<file path="config.mk">
export PLATFORM = sky130hd
export DESIGN_NAME = i2s_rx_sched_flat
export DESIGN_NICKNAME = d
export VERILOG_FILES = /design/src/rtl/i2s_rx_sched_if.sv /design/src/rtl/i2s_rx_sched.sv /design/src/flat_wrapper.sv
export SDC_FILE = /design/constraint.sdc
export NUM_CORES = 1
export LEC_CHECK = 0
export ABC_AREA = 0
export CORE_UTILIZATION = 30
export DETAILED_ROUTE_END_ITERATION = 12
export PLACE_DENSITY = 0.43
export SLEW_MARGIN = 20
export SYNTH_ARGS = -nofsm -noshare
export SYNTH_HDL_FRONTEND = slang
export SYNTH_SLANG_ARGS = --single-unit
</file>
<file path="constraint.sdc">
create_clock -name clk -period 14.7 [get_ports clk]
set_input_delay 1.47 -clock clk [delete_from_list [all_inputs] [get_ports clk]]
set_output_delay 1.47 -clock clk [all_outputs]
set_load 0.05 [all_outputs]
</file>
<file path="src/rtl/i2s_rx_sched_if.sv">
// Bus-side bundle of the I2S receive scheduler: configuration, FIFO pop port and status.
// The master is the AHB-Lite slave wrapper and the slave is i2s_rx_sched.
interface i2s_rx_sched_if #(
    parameter int DEPTH = 16
);
    localparam int AW = $clog2(DEPTH);

    logic          en;
    logic          stereo;
    logic          sign_ext;
    logic [3:0]    decim;
    logic [AW:0]   thresh;
    logic          flush;
    logic          ovf_clr;
    logic          rd;
    logic [31:0]   rd_data;
    logic          empty;
    logic          full;
    logic [AW:0]   level;
    logic          ovf;
    logic          irq;

    modport master (
        output en, stereo, sign_ext, decim, thresh, flush, ovf_clr, rd,
        input  rd_data, empty, full, level, ovf, irq
    );

    modport slave (
        input  en, stereo, sign_ext, decim, thresh, flush, ovf_clr, rd,
        output rd_data, empty, full, level, ovf, irq
    );
endinterface

</file>
<file path="src/rtl/i2s_rx_sched.sv">
// Frame-synchronous sample scheduler between i2s_rx and the bus wrapper: frame detect,
// mono/stereo selection, decimation, sign extension and a FWFT sample FIFO with status.
module i2s_rx_sched #(
    parameter int DEPTH = 16
) (
    input  logic         clk,
    input  logic         rst_n,
    input  logic         ws,
    input  logic [63:0]  rx_data,
    i2s_rx_sched_if.slave bus
);
    localparam int AW = $clog2(DEPTH);

    localparam logic [1:0] ST_IDLE   = 2'd0;
    localparam logic [1:0] ST_ARM    = 2'd1;
    localparam logic [1:0] ST_RUN    = 2'd2;
    localparam logic [1:0] ST_PUSH_R = 2'd3;

    function automatic logic [31:0] fmt_sample(input logic [23:0] raw, input logic sx);
        logic [31:0] res;
        if (sx) begin
            res = {{8{raw[23]}}, raw};
        end else begin
            res = {8'h00, raw};
        end
        return res;
    endfunction

    logic          ws_q1_r;
    logic          ws_q2_r;
    logic [1:0]    state_r;
    logic [3:0]    dcnt_r;
    logic [31:0]   hold_r;
    logic [AW:0]   wr_ptr_r;
    logic [AW:0]   rd_ptr_r;
    logic [31:0]   mem_r [DEPTH];
    logic [31:0]   rd_data_r;
    logic          empty_r;
    logic          full_r;
    logic [AW:0]   level_r;
    logic          ovf_r;
    logic          irq_r;

    logic          frame_s;
    logic [31:0]   left_s;
    logic [31:0]   right_s;
    logic          unused_rx_s;
    logic [1:0]    state_nxt_s;
    logic [3:0]    dcnt_nxt_s;
    logic [31:0]   hold_nxt_s;
    logic          push_s;
    logic [31:0]   wdata_s;

    logic          empty_s;
    logic          full_s;
    logic          pop_s;
    logic          wr_en_s;
    logic          drop_s;
    logic [AW:0]   wr_nxt_s;
    logic [AW:0]   rd_nxt_s;
    logic [AW:0]   level_nxt_s;
    logic [31:0]   head_s;
    logic [31:0]   rd_data_nxt_s;
    logic          full_nxt_s;
    logic          irq_nxt_s;
    logic          ovf_nxt_s;

    assign frame_s     = ws_q1_r & ~ws_q2_r;
    assign left_s      = fmt_sample(rx_data[55:32], bus.sign_ext);
    assign right_s     = fmt_sample(rx_data[23:0], bus.sign_ext);
    assign unused_rx_s = ^{rx_data[63:56], rx_data[31:24]};

    // Capture state machine: decides when a sample is pushed and which one.
    always_comb begin
        state_nxt_s = state_r;
        dcnt_nxt_s  = dcnt_r;
        hold_nxt_s  = hold_r;
        push_s      = 1'b0;
        wdata_s     = left_s;
        if (!bus.en) begin
            state_nxt_s = ST_IDLE;
            dcnt_nxt_s  = 4'd0;
        end else begin
            case (state_r)
                ST_IDLE: begin
                    state_nxt_s = ST_ARM;
                    dcnt_nxt_s  = 4'd0;
                end
                ST_ARM: begin
                    // Preloading decim makes the first frame after the discarded one a kept frame.
                    if (frame_s) begin
                        state_nxt_s = ST_RUN;
                        dcnt_nxt_s  = bus.decim;
                    end else begin
                        state_nxt_s = ST_ARM;
                    end
                end
                ST_RUN: begin
                    // >= rather than == so a decim lowered mid-run cannot strand the counter.
                    if (frame_s && (dcnt_r >= bus.decim)) begin
                        push_s     = 1'b1;
                        dcnt_nxt_s = 4'd0;
                        if (bus.stereo) begin
                            hold_nxt_s  = right_s;
                            state_nxt_s = ST_PUSH_R;
                        end else begin
                            state_nxt_s = ST_RUN;
                        end
                    end else if (frame_s) begin
                        dcnt_nxt_s = dcnt_r + 4'd1;
                    end else begin
                        state_nxt_s = ST_RUN;
                    end
                end
                ST_PUSH_R: begin
                    push_s      = 1'b1;
                    wdata_s     = hold_r;
                    state_nxt_s = ST_RUN;
                end
                default: begin
                    state_nxt_s = ST_IDLE;
                    dcnt_nxt_s  = 4'd0;
                end
            endcase
        end
    end

    // FIFO pointer arithmetic: pop first, push may reuse the freed slot, flush wins over both.
    always_comb begin
        empty_s  = (wr_ptr_r == rd_ptr_r);
        full_s   = (wr_ptr_r[AW] != rd_ptr_r[AW]) && (wr_ptr_r[AW-1:0] == rd_ptr_r[AW-1:0]);
        pop_s    = bus.rd & ~empty_s & ~bus.flush;
        wr_en_s  = push_s & (~full_s | pop_s) & ~bus.flush;
        drop_s   = push_s & full_s & ~pop_s & ~bus.flush;
        if (bus.flush) begin
            wr_nxt_s = {(AW+1){1'b0}};
            rd_nxt_s = {(AW+1){1'b0}};
        end else begin
            wr_nxt_s = wr_ptr_r + {{AW{1'b0}}, wr_en_s};
            rd_nxt_s = rd_ptr_r + {{AW{1'b0}}, pop_s};
        end
        level_nxt_s = wr_nxt_s - rd_nxt_s;
        full_nxt_s  = (wr_nxt_s[AW] != rd_nxt_s[AW]) && (wr_nxt_s[AW-1:0] == rd_nxt_s[AW-1:0]);
        // The slot being written this edge is only the new head when the FIFO drained to it.
        if (wr_en_s && (wr_ptr_r[AW-1:0] == rd_nxt_s[AW-1:0])) begin
            head_s = wdata_s;
        end else begin
            head_s = mem_r[rd_nxt_s[AW-1:0]];
        end
        if (level_nxt_s == {(AW+1){1'b0}}) begin
            rd_data_nxt_s = 32'h0000_0000;
        end else begin
            rd_data_nxt_s = head_s;
        end
        irq_nxt_s = (bus.thresh != {(AW+1){1'b0}}) && (level_nxt_s >= bus.thresh);
        if (drop_s) begin
            ovf_nxt_s = 1'b1;
        end else if (bus.ovf_clr) begin
            ovf_nxt_s = 1'b0;
        end else begin
            ovf_nxt_s = ovf_r;
        end
    end

    // Word-select synchroniser and capture state registers.
    always_ff @(posedge clk or negedge rst_n) begin
        if (!rst_n) begin
            ws_q1_r <= 1'b1;
            ws_q2_r <= 1'b1;
            state_r <= ST_IDLE;
            dcnt_r  <= 4'd0;
            hold_r  <= 32'h0000_0000;
        end else begin
            ws_q1_r <= ws;
            ws_q2_r <= ws_q1_r;
            state_r <= state_nxt_s;
            dcnt_r  <= dcnt_nxt_s;
            hold_r  <= hold_nxt_s;
        end
    end

    // FIFO pointers and registered status outputs.
    always_ff @(posedge clk or negedge rst_n) begin
        if (!rst_n) begin
            wr_ptr_r  <= {(AW+1){1'b0}};
            rd_ptr_r  <= {(AW+1){1'b0}};
            rd_data_r <= 32'h0000_0000;
            empty_r   <= 1'b1;
            full_r    <= 1'b0;
            level_r   <= {(AW+1){1'b0}};
            ovf_r     <= 1'b0;
            irq_r     <= 1'b0;
        end else begin
            wr_ptr_r  <= wr_nxt_s;
            rd_ptr_r  <= rd_nxt_s;
            rd_data_r <= rd_data_nxt_s;
            empty_r   <= (level_nxt_s == {(AW+1){1'b0}});
            full_r    <= full_nxt_s;
            level_r   <= level_nxt_s;
            ovf_r     <= ovf_nxt_s;
            irq_r     <= irq_nxt_s;
        end
    end

    // Sample storage; contents are don't-care until written.
    always_ff @(posedge clk) begin
        if (wr_en_s) begin
            mem_r[wr_ptr_r[AW-1:0]] <= wdata_s;
        end
    end

    assign bus.rd_data = rd_data_r;
    assign bus.empty   = empty_r;
    assign bus.full    = full_r;
    assign bus.level   = level_r;
    assign bus.ovf     = ovf_r;
    assign bus.irq     = irq_r;
endmodule

</file>
<file path="src/flat_wrapper.sv">
// flat-port wrapper written by rule: the top's interface ports become plain ports
module i2s_rx_sched_flat 
#(
    parameter int DEPTH = 16
)
  (clk, rst_n, ws, rx_data, bus_en, bus_stereo, bus_sign_ext, bus_decim, bus_thresh, bus_flush, bus_ovf_clr, bus_rd, bus_rd_data, bus_empty, bus_full, bus_level, bus_ovf, bus_irq);
  i2s_rx_sched_if #(.DEPTH(DEPTH)) bus_i ();
  input  logic clk;
  input  logic rst_n;
  input  logic ws;
  input  logic [63:0] rx_data;
  input wire logic [$bits(bus_i.en)-1:0] bus_en;
  input wire logic [$bits(bus_i.stereo)-1:0] bus_stereo;
  input wire logic [$bits(bus_i.sign_ext)-1:0] bus_sign_ext;
  input wire logic [$bits(bus_i.decim)-1:0] bus_decim;
  input wire logic [$bits(bus_i.thresh)-1:0] bus_thresh;
  input wire logic [$bits(bus_i.flush)-1:0] bus_flush;
  input wire logic [$bits(bus_i.ovf_clr)-1:0] bus_ovf_clr;
  input wire logic [$bits(bus_i.rd)-1:0] bus_rd;
  output wire logic [$bits(bus_i.rd_data)-1:0] bus_rd_data;
  output wire logic [$bits(bus_i.empty)-1:0] bus_empty;
  output wire logic [$bits(bus_i.full)-1:0] bus_full;
  output wire logic [$bits(bus_i.level)-1:0] bus_level;
  output wire logic [$bits(bus_i.ovf)-1:0] bus_ovf;
  output wire logic [$bits(bus_i.irq)-1:0] bus_irq;
  assign bus_i.en = bus_en;
  assign bus_i.stereo = bus_stereo;
  assign bus_i.sign_ext = bus_sign_ext;
  assign bus_i.decim = bus_decim;
  assign bus_i.thresh = bus_thresh;
  assign bus_i.flush = bus_flush;
  assign bus_i.ovf_clr = bus_ovf_clr;
  assign bus_i.rd = bus_rd;
  assign bus_rd_data = bus_i.rd_data;
  assign bus_empty = bus_i.empty;
  assign bus_full = bus_i.full;
  assign bus_level = bus_i.level;
  assign bus_ovf = bus_i.ovf;
  assign bus_irq = bus_i.irq;
  i2s_rx_sched #(.DEPTH(DEPTH)) u_core (.clk(clk), .rst_n(rst_n), .ws(ws), .rx_data(rx_data), .bus(bus_i));
endmodule
</file>
==> flow_summary.ini <==
[clocking]
postCtsSetupBuffers = 0
clk_path_buf_depth = 3
numClockSinks = 477
cts_resized = 0
cts.htree.levels = 2
root_buffer = clkbuf_16
path_clk_slew_ns = 0.06
cts_buffers = 52
hold_buffers = 0
cts_tree = built
insertion_delay_ns = 0.60

[synth]
netlist_top_cells_area = edfxtp_1, dfrtp_1, a311oi_1, nor2b_1, nand2_1
netlist_area_um2 = 20000
synth_top_area_cell = edfxtp_1
seq_area_frac_synth_pct = 69.8
avgSynthCellArea_um2 = 13.9
synth_common_cells = edfxtp_1, nand2_1, nor2b_1
synth_top_cell_area_share_pct = 60.2
syn_inst = 1434
ys.flop_type = edfxtp_1
synthArstFlopShare_pct = 16.1
synth_most_common_cell = edfxtp_1
ys_warn_count = 0
synth_nets = 1539
synth_edf_count = 400
netlist-cell-type-count = 51
ys_seq_elements = 477

[worst_setup_path]
crit_fanout = 26
cp.required_ns = 15.17
timing_worst_setup_path_type = input port to flop
critPathLaunchType = input port
cp_data_arrival_time_ns = 7.35
endpoint_kind = flop

[grt]
grt_max_degree = 84
grt_usage_pct = 16.5
grt_pass1_vias = 12200
antenna_found_initial = 0
grt_pass1_wl_um = 81500
gr-total-overflow = 0

[sta]
period_share_pct = 46.8
worst_pin_slew_ns = 1.11
maxSlewViolCount = 0
fmax_mhz = 145
fin_crit_ns = 6.89
final.setup_skew_ns = 0.0168
slew_headroom_pct = 25.7
fin_ws_ns = 7.81
hold_violations = 0
fin_hold_ws_ns = 0.366
rsz0062_at_grt = no
setup_viol = 0
tns_ns = 0

[final_layout]
drive_above_1_share_pct = 12.8
stdcell_count = 2429
syn2layout_area_growth_pct = 19.3
fin_nets = 1626
insertedDiodeCount = 0

[floorplan]
die_h_um = 260
coreArea_um2 = 65900
row_count = 94
die_area_um2 = 67600
start_util_pct = 30.3
die_w_um = 260
ios = 123

[routing]
drt-initial-drc-count = 792
wl_per_cell_um = 22.8
ant_nets = 0
first_pass_iters = 5
drt-total-wl_um = 55400
via_per_inst = 4.92
vias = 12000
drc_errors = 0

[power]
max-vdd-ir-drop_mv = 0.0745
p_per_area_nw_per_um2 = 121
p_leak_nw = 8.08

[status]
status = complete, no violations

[flow_run]
drv_cap = 0

[placement]
gp_congestion = 0.732
post-place-ws_ns = 7.20
dp_hpwl_um = 28000
place.port_buffers = 106
place_inst = 2331

[hold_path]
hold_class = flop to flop
==> final cells by class <==
class                           instances  area (µm²)
Fill cell                            6316       42000
Multi-Input combinational cell        824        5620
Timing Repair Buffer                  140        1310
Clock inverter                         29         283
Clock buffer                           69        1490
Sequential cell                       477       13900
Tap cell                              864        1080
Inverter                               26        98.8
==> cell families after synthesis <==
| family | Yosys count | synth area share, % |
|---|---|---|
| AOI/OAI and AO/OA | 335 | 12.5 |
| xor gates and xnor gates | 16 | 0.777 |
| muxes | 50 | 2.81 |
| DFF | 477 | 69.8 |
| buffers and inverters | 133 | 2.84 |
| and+or+nand+nor | 400 | 9.77 |
| adders and majority gates | 23 | 1.48 |
==> routing by layer <==
| layer | track usage, % | up-vias | routed length, µm |
|---|---|---|---|
| met4 | 4.00 | 0 | 1080 |
| met5 | 0 | - | 0 |
| met1 | 22.4 | 6077 | 25500 |
| met3 | 2.42 | 71 | 1760 |
| li1 | - | 5611 | - |
| met2 | 27.8 | 201 | 27100 |
==> critical path: stages <==
cell	delay, ns
clkdlybuf4s50_1	0.43
ha_1	0.29
nand2b_1	0.14
a2111oi_1	0.64
o31a_1	0.29
nand2b_1	0.65
inv_1	0.13
ha_1	0.24
ha_1	0.26
nor2b_1	0.17
fa_1	0.48
a21o_1	0.18
a21oi_1	0.16
xor3_1	0.29
or4_2	1.22
o21a_1	0.30
==> layout by cell type (no fill, tap or decap), drive strengths merged, types with 3 or more instances in the layout <==
master,instances
a311oi,101
dfstp,3
or2,3
inv,24
a21oi,8
clkbuf,69
nor4b,4
clkdlybuf4s50,105
nor4,6
dfrtp,74
nor2b,129
a21boi,25
o21a,27
nor3,5
edfxtp,400
clkinv,25
buf,35
o21ai,52
o22ai,4
a21o,5
nand2,209
xor2,9
nor2,16
nand2b,8
ha,22
mux2,48
bufinv,5
nand3,11
a211oi,101
xnor2,6
==> final timing paths <==
check / end / cells after the start / slack (ns) / from
max: u_core.bus.rd_data[17]$_DFF_PN0_ / 16 / 7.81 / bus_decim[0]
min: u_core.ws_q2_r$_DFF_PN1_ / 0 / 0.37 / u_core.ws_q1_r$_DFF_PN1_
max reg2reg: u_core.bus.rd_data[17]$_DFF_PN0_ / 16 / 8.70 / u_core.dcnt_r[0]$_DFFE_PN0P_
min reg2reg: u_core.ws_q2_r$_DFF_PN1_ / 0 / 0.37 / u_core.ws_q1_r$_DFF_PN1_
max in group asynchronous: u_core.bus.rd_data[18]$_DFF_PN0_ / 2 / 12.76 / rst_n
min in group asynchronous: u_core.hold_r[11]$_DFFE_PN0P_ / 1 / 0.85 / rst_n
==> report_power, final <==
group | internal, mW | switching [mW] | leakage (nW) | total (mW)
clock | 0.799 | 0.545 | 0.878 | 1.34
combinational | 0.0262 | 0.0382 | 2.55 | 0.0644
sequential | 1.47 | 0.00133 | 4.65 | 1.47
==> sequential cells by signal, indices dropped and copies added (netlist names), 2 cells and up <==
name and count:
u_core.dcnt_r 4, u_core.bus.level 5, u_core.rd_ptr_r 5, u_core.mem_r 400
u_core.hold_r 25, u_core.wr_ptr_r 5, u_core.state_r 2, u_core.bus.rd_data 25
==> stage by stage <==
step	total power [mW]	utilization, %	cell area, µm²
after floorplan	1.53	-	20000
after global placement	1.56	33.5	22000
after detailed placement	1.56	33.5	22000
after CTS	2.92	36.2	23800
after global routing	2.97	36.2	23800
final	2.88	36.2	23800
No activity file was read; power rests on OpenSTA's default activity.
